==> config.mk <==
export PLATFORM = sky130hd
export DESIGN_NAME = frame_sync_ctrl
export DESIGN_NICKNAME = d
export VERILOG_FILES = /design/src/rtl/frame_sync_ctrl.sv
export SDC_FILE = /design/constraint.sdc
export NUM_CORES = 1
export LEC_CHECK = 0
export ABC_CLOCK_PERIOD_IN_PS = 2200
export BUFFER_PORTS_ARGS = -buffer_cell sky130_fd_sc_hd__buf_2
export CAP_MARGIN = 15
export CORE_MARGIN = 10
export CORE_UTILIZATION = 31
export DETAILED_ROUTE_END_ITERATION = 7
export GPL_ROUTABILITY_DRIVEN = 1
export PLACE_DENSITY = 0.48
export SLEW_MARGIN = 40
export SYNTH_ARGS = -nofsm -noshare
export SYNTH_HDL_FRONTEND = slang
export SYNTH_SLANG_ARGS = --single-unit
==> constraint.sdc <==
create_clock -name i_clk -period 2.2 [get_ports i_clk]
set_input_delay 0.55 -clock i_clk [delete_from_list [all_inputs] [get_ports i_clk]]
set_output_delay 0.55 -clock i_clk [all_outputs]
set_load 0.1 [all_outputs]
==> src/rtl/frame_sync_ctrl.sv <==
// -----------------------------------------------------------------------------
// frame_sync_ctrl
//   Frame-alignment flywheel driven by an upstream sync-word detector. A sync
//   pulse seeds a frame grid (HUNT -> VERIFY). LOCK_CNT further on-grid syncs
//   take it to LOCKED. While LOCKED, UNLOCK_CNT consecutive missed syncs drop
//   it back to HUNT. The aligned byte stream is re-emitted one cycle late, with
//   payload-valid and start-of-frame markers.
//
// Ports
//   i_clk, i_rst_n  clock, asynchronous active-low reset
//   i_enable        0 forces HUNT and suppresses payload output
//   i_data[7:0]     byte stream, one byte per clock
//   i_sync          detector pulse: the previous byte closed a sync word
//   i_clr_cnt       clears o_miss_total (wins over a simultaneous miss)
//   o_data[7:0]     i_data delayed by one cycle
//   o_valid         o_data is a payload byte of a locked frame
//   o_sof           o_data is the first payload byte of a frame
//   o_locked        state is LOCKED
//   o_state[1:0]    00 HUNT, 01 VERIFY, 10 LOCKED
//   o_miss_total    saturating count of syncs missed while LOCKED
// -----------------------------------------------------------------------------
module frame_sync_ctrl #(
    parameter int FRAME_LEN  = 64,
    parameter int SYNC_LEN   = 4,
    parameter int LOCK_CNT   = 2,
    parameter int UNLOCK_CNT = 3,
    parameter int CNT_W      = 16
) (
    input  logic             i_clk,
    input  logic             i_rst_n,
    input  logic             i_enable,
    input  logic [7:0]       i_data,
    input  logic             i_sync,
    input  logic             i_clr_cnt,
    output logic [7:0]       o_data,
    output logic             o_valid,
    output logic             o_sof,
    output logic             o_locked,
    output logic [1:0]       o_state,
    output logic [CNT_W-1:0] o_miss_total
);

    localparam int P_W    = (FRAME_LEN > 1) ? $clog2(FRAME_LEN) : 1;
    localparam int HIT_W  = $clog2(LOCK_CNT + 2);
    localparam int MISS_W = (UNLOCK_CNT > 1) ? $clog2(UNLOCK_CNT + 1) : 1;

    localparam logic [P_W-1:0]    P_LAST    = P_W'(FRAME_LEN - 1);
    localparam logic [P_W-1:0]    PAY_LEN   = P_W'(FRAME_LEN - SYNC_LEN);
    localparam logic [HIT_W-1:0]  HIT_LAST  = HIT_W'(LOCK_CNT);
    localparam logic [MISS_W-1:0] MISS_LAST = MISS_W'(UNLOCK_CNT - 1);

    typedef enum logic [1:0] {
        HUNT   = 2'b00,
        VERIFY = 2'b01,
        LOCKED = 2'b10
    } state_t;

    state_t            state;
    logic [P_W-1:0]    p;         // position within the frame, 0 = sync slot
    logic [HIT_W-1:0]  hits;
    logic [MISS_W-1:0] miss_run;

    logic at_slot;
    logic in_payload;

    assign at_slot    = (p == '0);
    assign in_payload = (p < PAY_LEN);

    assign o_state  = state;
    assign o_locked = (state == LOCKED);

    always_ff @(posedge i_clk or negedge i_rst_n) begin
        if (!i_rst_n) begin
            state        <= HUNT;
            p            <= '0;
            hits         <= '0;
            miss_run     <= '0;
            o_data       <= '0;
            o_valid      <= 1'b0;
            o_sof        <= 1'b0;
            o_miss_total <= '0;
        end else begin
            o_data  <= i_data;
            o_valid <= 1'b0;
            o_sof   <= 1'b0;
            p       <= (p == P_LAST) ? '0 : p + 1'b1;

            if (!i_enable) begin
                state    <= HUNT;
                hits     <= '0;
                miss_run <= '0;
            end else begin
                case (state)
                    HUNT: begin
                        // The seed cycle itself is slot 0 of the new grid.
                        if (i_sync) begin
                            state <= VERIFY;
                            hits  <= HIT_W'(1);
                            p     <= P_W'(1);
                        end
                    end
                    VERIFY: begin
                        if (at_slot) begin
                            if (i_sync) begin
                                hits <= hits + 1'b1;
                                // Locking frame is emitted starting at its own sync slot.
                                if (hits == HIT_LAST) begin
                                    state    <= LOCKED;
                                    miss_run <= '0;
                                    o_valid  <= 1'b1;
                                    o_sof    <= 1'b1;
                                end
                            end else begin
                                state <= HUNT;
                                hits  <= '0;
                            end
                        end
                    end
                    LOCKED: begin
                        if (at_slot) begin
                            if (i_sync) begin
                                miss_run <= '0;
                                o_valid  <= 1'b1;
                                o_sof    <= 1'b1;
                            end else begin
                                if (o_miss_total != '1)
                                    o_miss_total <= o_miss_total + 1'b1;
                                if (miss_run == MISS_LAST) begin
                                    // Final miss: this frame is not emitted at all.
                                    state    <= HUNT;
                                    miss_run <= '0;
                                    hits     <= '0;
                                end else begin
                                    // Flywheel: keep emitting on the projected grid.
                                    miss_run <= miss_run + 1'b1;
                                    o_valid  <= 1'b1;
                                    o_sof    <= 1'b1;
                                end
                            end
                        end else begin
                            o_valid <= in_payload;
                        end
                    end
                    default: begin
                        state <= HUNT;
                        hits  <= '0;
                    end
                endcase
            end

            // Placed last so that a clear beats a same-cycle miss increment.
            if (i_clr_cnt)
                o_miss_total <= '0;
        end
    end

endmodule
## Word level (Yosys, flattened, before mapping)

Cells that the tools add are included.

- Bits in latches: 0
- Input bits: 13
- Logic and storage cells: 81
- Memories: 0
- Output and inout port bits: 29
- Memory bits (writable): 0
- Register bits after elaboration: 38
- ROM bits: 0

- Add/sub/neg operators: 4
- Shift operators: 0
- Divide/modulo/power cells: 0
- Muxes and demuxes: 42
- Equality and inequality tests: 16
- Bitwise operators: 0
- Reductions and logical operators: 10
- Order comparisons: 1
- $mul: 0

Operator list:

| cell | count |
|---|---|
| 16-bit 2-to-1 mux | 6 |
| 2-bit 2-to-1 mux | 18 |
| 6-bit 2-to-1 mux | 4 |
| 16-bit by 1-bit adder with 16-bit output, second input constant | 1 |
| 16-bit != test, second input constant | 1 |
| 3-bit != test, second input constant | 5 |
| 5-bit AND reduction | 3 |
| 2-bit one-hot mux with 3 select lines | 2 |
| 1-bit 2-to-1 mux | 9 |
| 2-bit nonzero test | 4 |
| 6-bit by 1-bit adder with 6-bit output, second input constant | 1 |
| 2-bit == test, second input constant | 3 |
| 6-bit == test, second input constant | 1 |
| 6-bit zero test | 1 |
| 6-bit less-than comparator, second input constant | 1 |
| 3-bit by 2-bit != test with 1-bit output, second input constant | 2 |
| 6-bit AND reduction | 1 |
| 2-bit by 1-bit adder with 2-bit output, second input constant | 2 |
| 4-bit != test, second input constant | 1 |
| 1-bit one-hot mux with 2 select lines | 2 |
| 2-bit one-hot mux with 2 select lines | 1 |
| 3-bit by 1-bit != test with 1-bit output, second input constant | 1 |
| 2-bit by 1-bit == test with 1-bit output, second input constant | 1 |
| 2-bit zero test | 1 |
| 2-bit by 1-bit != test with 1-bit output, second input constant | 1 |

## Depth between registers and ports, before layout

Gate-level depths: netlist of the first run.

- Word-level depth: 7
- Depth in mapped cells: 6
- Mapped depth without buffers: 6

## Worst setup path before layout of the first run

No wires, ideal clock.

- Path kind: register to register
- Start point: register state[1] (netlist: o_state[1])
- End point: register o_miss_total[12]
- Stages on the path, launching flop included: 6
- Data required time: 2.072 ns
- Arrival: 3.237 ns
- Path slack: -1.164 ns
- Period minus slack after synthesis: 3.364 ns
- Setup time: 0.128 ns
- Cells stage by stage: dfrtp_1 -> ha_1 -> nor4b_4 -> nand4_2 -> nor4b_1 -> mux2_1

- Cells in the longest elaborated chain, start to end: 3

RTL lines:

| what | line | source |
|---|---|---|
| from (decl) | 58 | `state_t state;` |
| from (signal assigned) | 74 | `state <= HUNT;` |
| from (signal assigned) | 89 | `state <= HUNT;` |
| from (signal assigned) | 97 | `state <= VERIFY;` |
| 2-bit == test | -- |  |
| via o_locked | 38 | `output logic o_locked,` |
| 2-bit nonzero test (no source line) | -- |  |
| 5-bit AND reduction (no source line) | -- |  |
| to (signal assigned) | 127 | `o_miss_total <= o_miss_total + 1'b1;` |
| to (decl) | 40 | `output logic [CNT_W-1:0] o_miss_total` |

The timed path passes the listed nets, and every way through them passes these cells.
A chain may end at the register's enable or synchronous reset.

## Worst setup path after layout of the first run

- Start point: register p[1]
- End point: register miss_run[0]

- Cells in the longest elaborated chain, start to end: 3

RTL lines:

| what | line | source |
|---|---|---|
| from (decl) | 59 | `logic [P_W-1:0] p;` |
| from (signal assigned) | 86 | `p <= (p == P_LAST) ? '0 : p + 1'b1;` |
| 6-bit zero test (*) | 66 | `assign at_slot = (p == '0);` |
| 3-bit != test (no source line) or 3-bit by 2-bit != test with 1-bit output (tied branches) | -- |  |
| 5-bit AND reduction (no source line) (*) | -- |  |
| to (signal assigned) | 135 | `miss_run <= miss_run + 1'b1;` |
| to (decl) | 61 | `logic [MISS_W-1:0] miss_run;` |

Every way passes the cells marked *; elsewhere a longest branch is shown, timed or not.

==> results.py, run 1 <==
metrics = {
    "clocking": {
        "cts_max_level": 2,
        "root_buffer": "sky130_fd_sc_hd__clkbuf_8",
        "clockBufferDepth": 2,
        "clock_latency_on_the_worst_skew_pair_ps": 290,
        "numClockSinks": 38,
        "tritoncts": "done",
        "clock_buffers_created_by_tritoncts": 5,
        "path_clk_slew_ps": 90,
    },
    "sta": {
        "final_number_of_max_transition_violations": 0,
        "max_freq_mhz": 491,
        "rsz0062_at_grt": "no",
        "report.final.setup_viol": 0,
        "tightest_slew_margin_relative_to_the_limit": 0.665,
        "post-route-min-period_ps": 2040,
        "clock_skew_ps": 6.77,
        "setup_total_negative_slack_ps": 0,
        "actual_slew_at_the_worst_max_slew_pin_ps": 503,
        "post-route-period-util": 0.927,
        "worst_hold_slack_ps": 308,
        "hold_viol_final": 0,
    },
    "routing": {
        "post_drt_via_cell_ratio": 4.99,
        "dr_total_vias": 1633,
        "first_iter_violations": 56,
        "drt-wirelength-per-cell_um": 14.6,
        "drt-pass1-iter-count": 5,
        "wl_um": 4770,
        "detail-route-antenna-nets": 0,
        "drcViolationCount": 0,
    },
    "yosys": {
        "synth_fp_nets": 218,
        "yosys_register_bits": 38,
        "synth_cells": 198,
        "synth_commonest_cells": "38 x sky130_fd_sc_hd__dfrtp_1, 17 x sky130_fd_sc_hd__nor2_1, 14 x sky130_fd_sc_hd__inv_1",
        "syn_area_um2": 2040,
        "avgSynthCellArea_um2": 10.3,
        "synth_top_area_share": 0.467,
        "synth-main-ff-cell": "sky130_fd_sc_hd__dfrtp_1",
        "number_of_synthesized_flops_with_an_enable_pin": 0,
        "synth_most_common_cell": "sky130_fd_sc_hd__dfrtp_1",
        "synthArstFlopShare": 1.00,
        "post_synth_num_cell_types": 50,
        "synth_sequential_area_ratio": 0.467,
        "post_synth_main_area_contributors": "sky130_fd_sc_hd__dfrtp_1 47%, sky130_fd_sc_hd__mux2_1 5.5%, sky130_fd_sc_hd__ha_1 4.3%",
        "yosys_warnings": 0,
        "yosysTopAreaCell": "sky130_fd_sc_hd__dfrtp_1",
    },
    "setup_path": {
        "worstPathRequired_ps": 2380,
        "timing.setup.critical_path_class": "reg2reg",
        "timing.critical_path.arrival_ps": 2210,
        "timing.critical_path.to_type": "flip-flop",
        "delay_of_the_slowest_cell_on_the_worst_path_ps": 480,
        "regToRegEndpoint": "miss_run[0]",
        "timing.critical_path.fanout_max": 5,
        "worstPathCellList": "inv_1 > ha_1 > or4b_4 > or2_1 > o21ai_2 > mux2_1",
        "r2r.worst_path.cells": 6,
        "timing.critical_path.from_type": "flip-flop",
        "critPathSlowestCell": "sky130_fd_sc_hd__or4b_4",
        "cp-endpoint": "miss_run[0]",
        "r2r_start": "p[1]",
        "rrSetupSlack_ps": 160,
        "critPathLaunch": "p[1]",
    },
    "placement": {
        "port-buffer-count": 41,
        "globalplace.congestion": 0.771,
        "place.detailed.hpwl_um": 3420,
    },
    "floorplan": {
        "floorplan_die_width_um": 101,
        "core.rowCount": 29,
        "top_level_ports": 42,
        "start_util": 0.321,
        "core_area_um2": 6350,
        "die_area_um2": 10200,
        "die_height_um": 101,
    },
    "global_route": {
        "gr-total-overflow": 0,
        "grt_start_max_net_pins": 39,
        "grt_antenna_before_repair": 0,
        "grt_first_pass_wirelength_um": 7910,
        "grt_use_total": 0.0948,
        "grt_pass1_vias": 1624,
    },
    "run": {
        "max-cap-violations": 0,
    },
    "finish": {
        "layout-area-overhead-vs-synth_pct": 26.9,
        "nets": 269,
        "post_route_cells_drive_above_1_share": 0.388,
        "n_antenna_cell": 0,
    },
    "pwr": {
        "total_power_mw": 1.94,
        "power_leakage_nw": 1.14,
        "max-vdd-ir-drop_mv": 0.298,
        "pwr_density_cell_nw_per_um2": 751,
    },
    "hold_path": {
        "min_path_type": "in2async",
    },
    "status": {
        "run_status": "finished clean",
    },
}
## metal layers
layer | vias to the layer above | track usage | part of all wire
met5 | - | 0 | 0
met4 | 0 | 0.0418 | 0.014
met3 | 4 | 0.0309 | 0.061
met2 | 35 | 0.137 | 0.45
met1 | 781 | 0.125 | 0.47
li1 | 813 | - | -
## sequential cells by signal, indices dropped and copies added, names as in the netlist
| signal | count |
|---|---|
| miss_run | 2 |
| o_data | 8 |
| o_valid | 1 |
| o_state | 2 |
| o_miss_total | 16 |
| o_sof | 1 |
| p | 6 |
| hits | 2 |
## logic make-up (layout without fill, tap and decap cells)
group / after synthesis / in the layout / synth area share
and+or+nand+nor: 81 / 81 / 0.241
DFF: 38 / 38 / 0.467
AOI/OAI and AO/OA: 34 / 34 / 0.117
buffers and inverters: 20 / 72 / 0.0375
muxes: 15 / 15 / 0.0817
adders and majority gates: 7 / 7 / 0.0430
xor gates and xnor gates: 3 / 3 / 0.0129
## cell usage in the layout (no fill, tap or decap), drive strengths merged, types with 4 or more instances in the layout
cell | synthesis | final
a21oi | 11 | 11
nor2b | 10 | 10
inv | 14 | 14
a211oi | 7 | 7
mux2 | 13 | 13
nand4 | 6 | 6
buf | 2 | 50
dfrtp | 38 | 38
clkbuf | 4 | 5
nand2 | 11 | 11
nand3 | 8 | 8
ha | 7 | 7
nor2 | 17 | 17
and3 | 4 | 4
## stage by stage
stage,instance area [um2],cells,setup WS (ps),utilization
after floorplan,2110,198,-143,-
after global placement,2450,318,162,0.385
after detailed placement,2450,318,121,0.385
after CTS,2560,326,103,0.403
after global routing,2580,327,46.4,0.407
final,2580,327,162,0.407
## critical path, delay by kind of cell, from the launching register on
family / cells / cell delay [ps]
and+or+nand+nor: 2 / 750
DFF: 1 / 430
muxes: 1 / 340
AOI/OAI and AO/OA: 1 / 190
adders and majority gates: 1 / 140
buffers and inverters: 1 / 80
## power breakdown
| group | total, mW | internal [mW] | switching, mW |
|---|---|---|---|
| Clock | 0.614 | 0.338 | 0.276 |
| Sequential | 0.846 | 0.764 | 0.0812 |
| Combinational | 0.482 | 0.169 | 0.313 |
| Total | 1.94 | 1.27 | 0.670 |
## worst min-delay path by stage
stage | slack, ps | end
6_report | 310 | p[2]
5_1_grt | 330 | o_data[7]
4_1_cts | 330 | o_data[1]
3_5_place_dp | 520 | miss_run[0]
3_3_place_gp | 520 | miss_run[0]
2_1_floorplan | 250 | hits[0]
## area by class of cell
| type | count | area [um2] |
|---|---|---|
| Clock buffer | 5 | 68.8 |
| Fill cell | 618 | 3760 |
| Inverter | 14 | 55.1 |
| Clock inverter | 3 | 45.0 |
| Multi-Input combinational cell | 140 | 1070 |
| Sequential cell | 38 | 978 |
| Tap cell | 77 | 96.3 |
| Timing Repair Buffer | 50 | 273 |
## timing repair
item | CTS | global route
buffers inserted | 0 | 1
hold buffers | 0 | 0
endpoints found under the setup margin | 0 | 5
gates resized for setup | 0 | 2
(Power assumes the default switching activity.)
==> inputs of run 2 (changes only) <==
Settings changed: REMOVE_ABC_BUFFERS from default to 1.
==> results.py, run 2 (synthesis gave the netlist of run 1 again) <==
metrics = {
    "sta": {
        "report.final.setup_viol": 0,
        "post-route-period-util": 0.945,
        "max_freq_mhz": 481,
        "tightest_slew_margin_relative_to_the_limit": 0.631,
        "post-route-min-period_ps": 2080,
        "clock_skew_ps": 12.1,
        "final_number_of_max_transition_violations": 0,
        "hold_viol_final": 0,
        "rsz0062_at_grt": "yes",
        "actual_slew_at_the_worst_max_slew_pin_ps": 551,
    },
    "setup_path": {
        "timing.setup.critical_path_class": "reg2reg",
        "timing.critical_path.to_type": "flip-flop",
        "timing.critical_path.arrival_ps": 2260,
        "r2r_start": "o_state[0]",
        "timing.critical_path.from_type": "flip-flop",
        "timing.critical_path.fanout_max": 7,
        "worstPathRequired_ps": 2380,
        "rrSetupSlack_ps": 120,
        "r2r.worst_path.cells": 6,
        "regToRegEndpoint": "o_miss_total[15]",
    },
    "pwr": {
        "max-vdd-ir-drop_mv": 0.347,
        "pwr_density_cell_nw_per_um2": 750,
        "total_power_mw": 1.86,
        "power_leakage_nw": 1.15,
    },
    "routing": {
        "post_drt_via_cell_ratio": 4.93,
        "drt-pass1-iter-count": 4,
        "wl_um": 4910,
        "detail-route-antenna-nets": 0,
        "first_iter_violations": 40,
        "drcViolationCount": 0,
        "drt-wirelength-per-cell_um": 15.1,
        "dr_total_vias": 1608,
    },
    "global_route": {
        "grt_first_pass_wirelength_um": 8210,
        "gr-total-overflow": 0,
        "grt_start_max_net_pins": 39,
        "grt_use_total": 0.0997,
        "grt_antenna_before_repair": 0,
        "grt_pass1_vias": 1633,
    },
    "clocking": {
        "path_clk_slew_ps": 80,
        "clockBufferDepth": 2,
        "postCtsHoldBufs": 0,
        "tritoncts": "done",
        "cts_max_level": 2,
        "root_buffer": "sky130_fd_sc_hd__clkbuf_8",
        "clock_latency_on_the_worst_skew_pair_ps": 290,
        "numClockSinks": 38,
        "number_of_buffers_added_for_setup_after_cts": 0,
        "clock_buffers_created_by_tritoncts": 5,
    },
    "floorplan": {
        "die_area_um2": 10200,
        "core_area_um2": 6350,
        "core.rowCount": 29,
        "top_level_ports": 42,
        "floorplan_die_width_um": 101,
        "start_util": 0.321,
        "die_height_um": 101,
    },
    "placement": {
        "port-buffer-count": 41,
        "place.detailed.hpwl_um": 3630,
        "globalplace.congestion": 0.816,
    },
    "finish": {
        "post_route_cells_drive_above_1_share": 0.289,
        "n_antenna_cell": 0,
        "number_of_flip_flops_in_the_largest_register": 16,
        "layout-area-overhead-vs-synth_pct": 21.7,
        "layout.cells.most_common": "sky130_fd_sc_hd__buf_2",
        "final_core_utilization": 0.391,
        "nets": 268,
        "largest-register": "o_miss_total",
        "most-common-layout-cells": "40 x sky130_fd_sc_hd__buf_2, 38 x sky130_fd_sc_hd__dfrtp_1, 17 x sky130_fd_sc_hd__nor2_1, 14 x sky130_fd_sc_hd__inv_1",
        "reg.largest.list": "o_miss_total x16, o_data x8, p x6",
    },
    "status": {
        "run_status": "finished clean",
    },
    "hold_path": {
        "min_path_type": "in2async",
    },
    "run": {
        "max-cap-violations": 0,
    },
}
## run 2: cell count changes in the layout (fill, tap and decap cells not counted), sizes merged
cell	change
bufinv	-1
clkinv	+1
clkbuf	+3
clkinvlp	-2
buf	-2
## run 2: layout make-up
type	instances	area, um2
Fill cell	632	3870
Multi-Input combinational cell	140	1020
Sequential cell	38	951
Timing Repair Buffer	49	268
Tap cell	77	96.3
Clock buffer	7	86.3
Inverter	14	52.6
Clock inverter	1	5.00
## run 2: routing by layer
layer / GRT usage / routed length (um) / vias up / part of all wire
met2: 0.167 / 2390 / 26 / 0.49
met1: 0.118 / 2270 / 770 / 0.46
met4: 0.0289 / 30 / 0 / 0.0061
met3: 0.0336 / 219 / 2 / 0.045
li1: - / - / 810 / -
met5: 0 / 0 / - / 0
## run 2: worst max path at each step
stage | from | end | depth (start not counted)
floorplan | o_state[1] | o_miss_total[12] | 5
global placement | i_sync | o_miss_total[12] | 5
detailed placement | i_sync | o_miss_total[12] | 5
CTS | o_state[0] | o_locked | 4
global route | o_state[0] | o_miss_total[13] | 6
finish | o_state[0] | o_miss_total[15] | 6
## run 2: timing repair
action,4_1_cts,5_1_grt
endpoints found under the hold margin,0,0
resized for setup,0,3
endpoints found under the setup margin,0,5
## run 2: worst max-delay path: stages (launching register included)
cell and delay (ps):
sky130_fd_sc_hd__dfrtp_1 410, sky130_fd_sc_hd__inv_1 90, sky130_fd_sc_hd__ha_1 200, sky130_fd_sc_hd__nor4b_4 280, sky130_fd_sc_hd__nand4_2 250, sky130_fd_sc_hd__nor4_1 390
sky130_fd_sc_hd__mux2_1 350
## run 2: power breakdown
part           leakage (nW)  switching (mW)  internal [mW]  total, mW
logic                 0.596           0.341          0.188      0.529
registers             0.504          0.0602          0.761      0.821
clock network        0.0482           0.257          0.253      0.510
total                  1.15           0.658           1.20       1.86
## run 2: per-stage QoR
step	area, um2	hold slack, ps	instances	setup TNS, ps	setup slack (ps)
floorplan	2010	254	192	-21000	-1160
global placement	2370	516	318	0	96.3
detailed placement	2370	533	318	0	68.1
CTS	2470	327	326	0	71.3
global route	2480	329	326	-175	-66.1
finish	2480	299	326	0	121
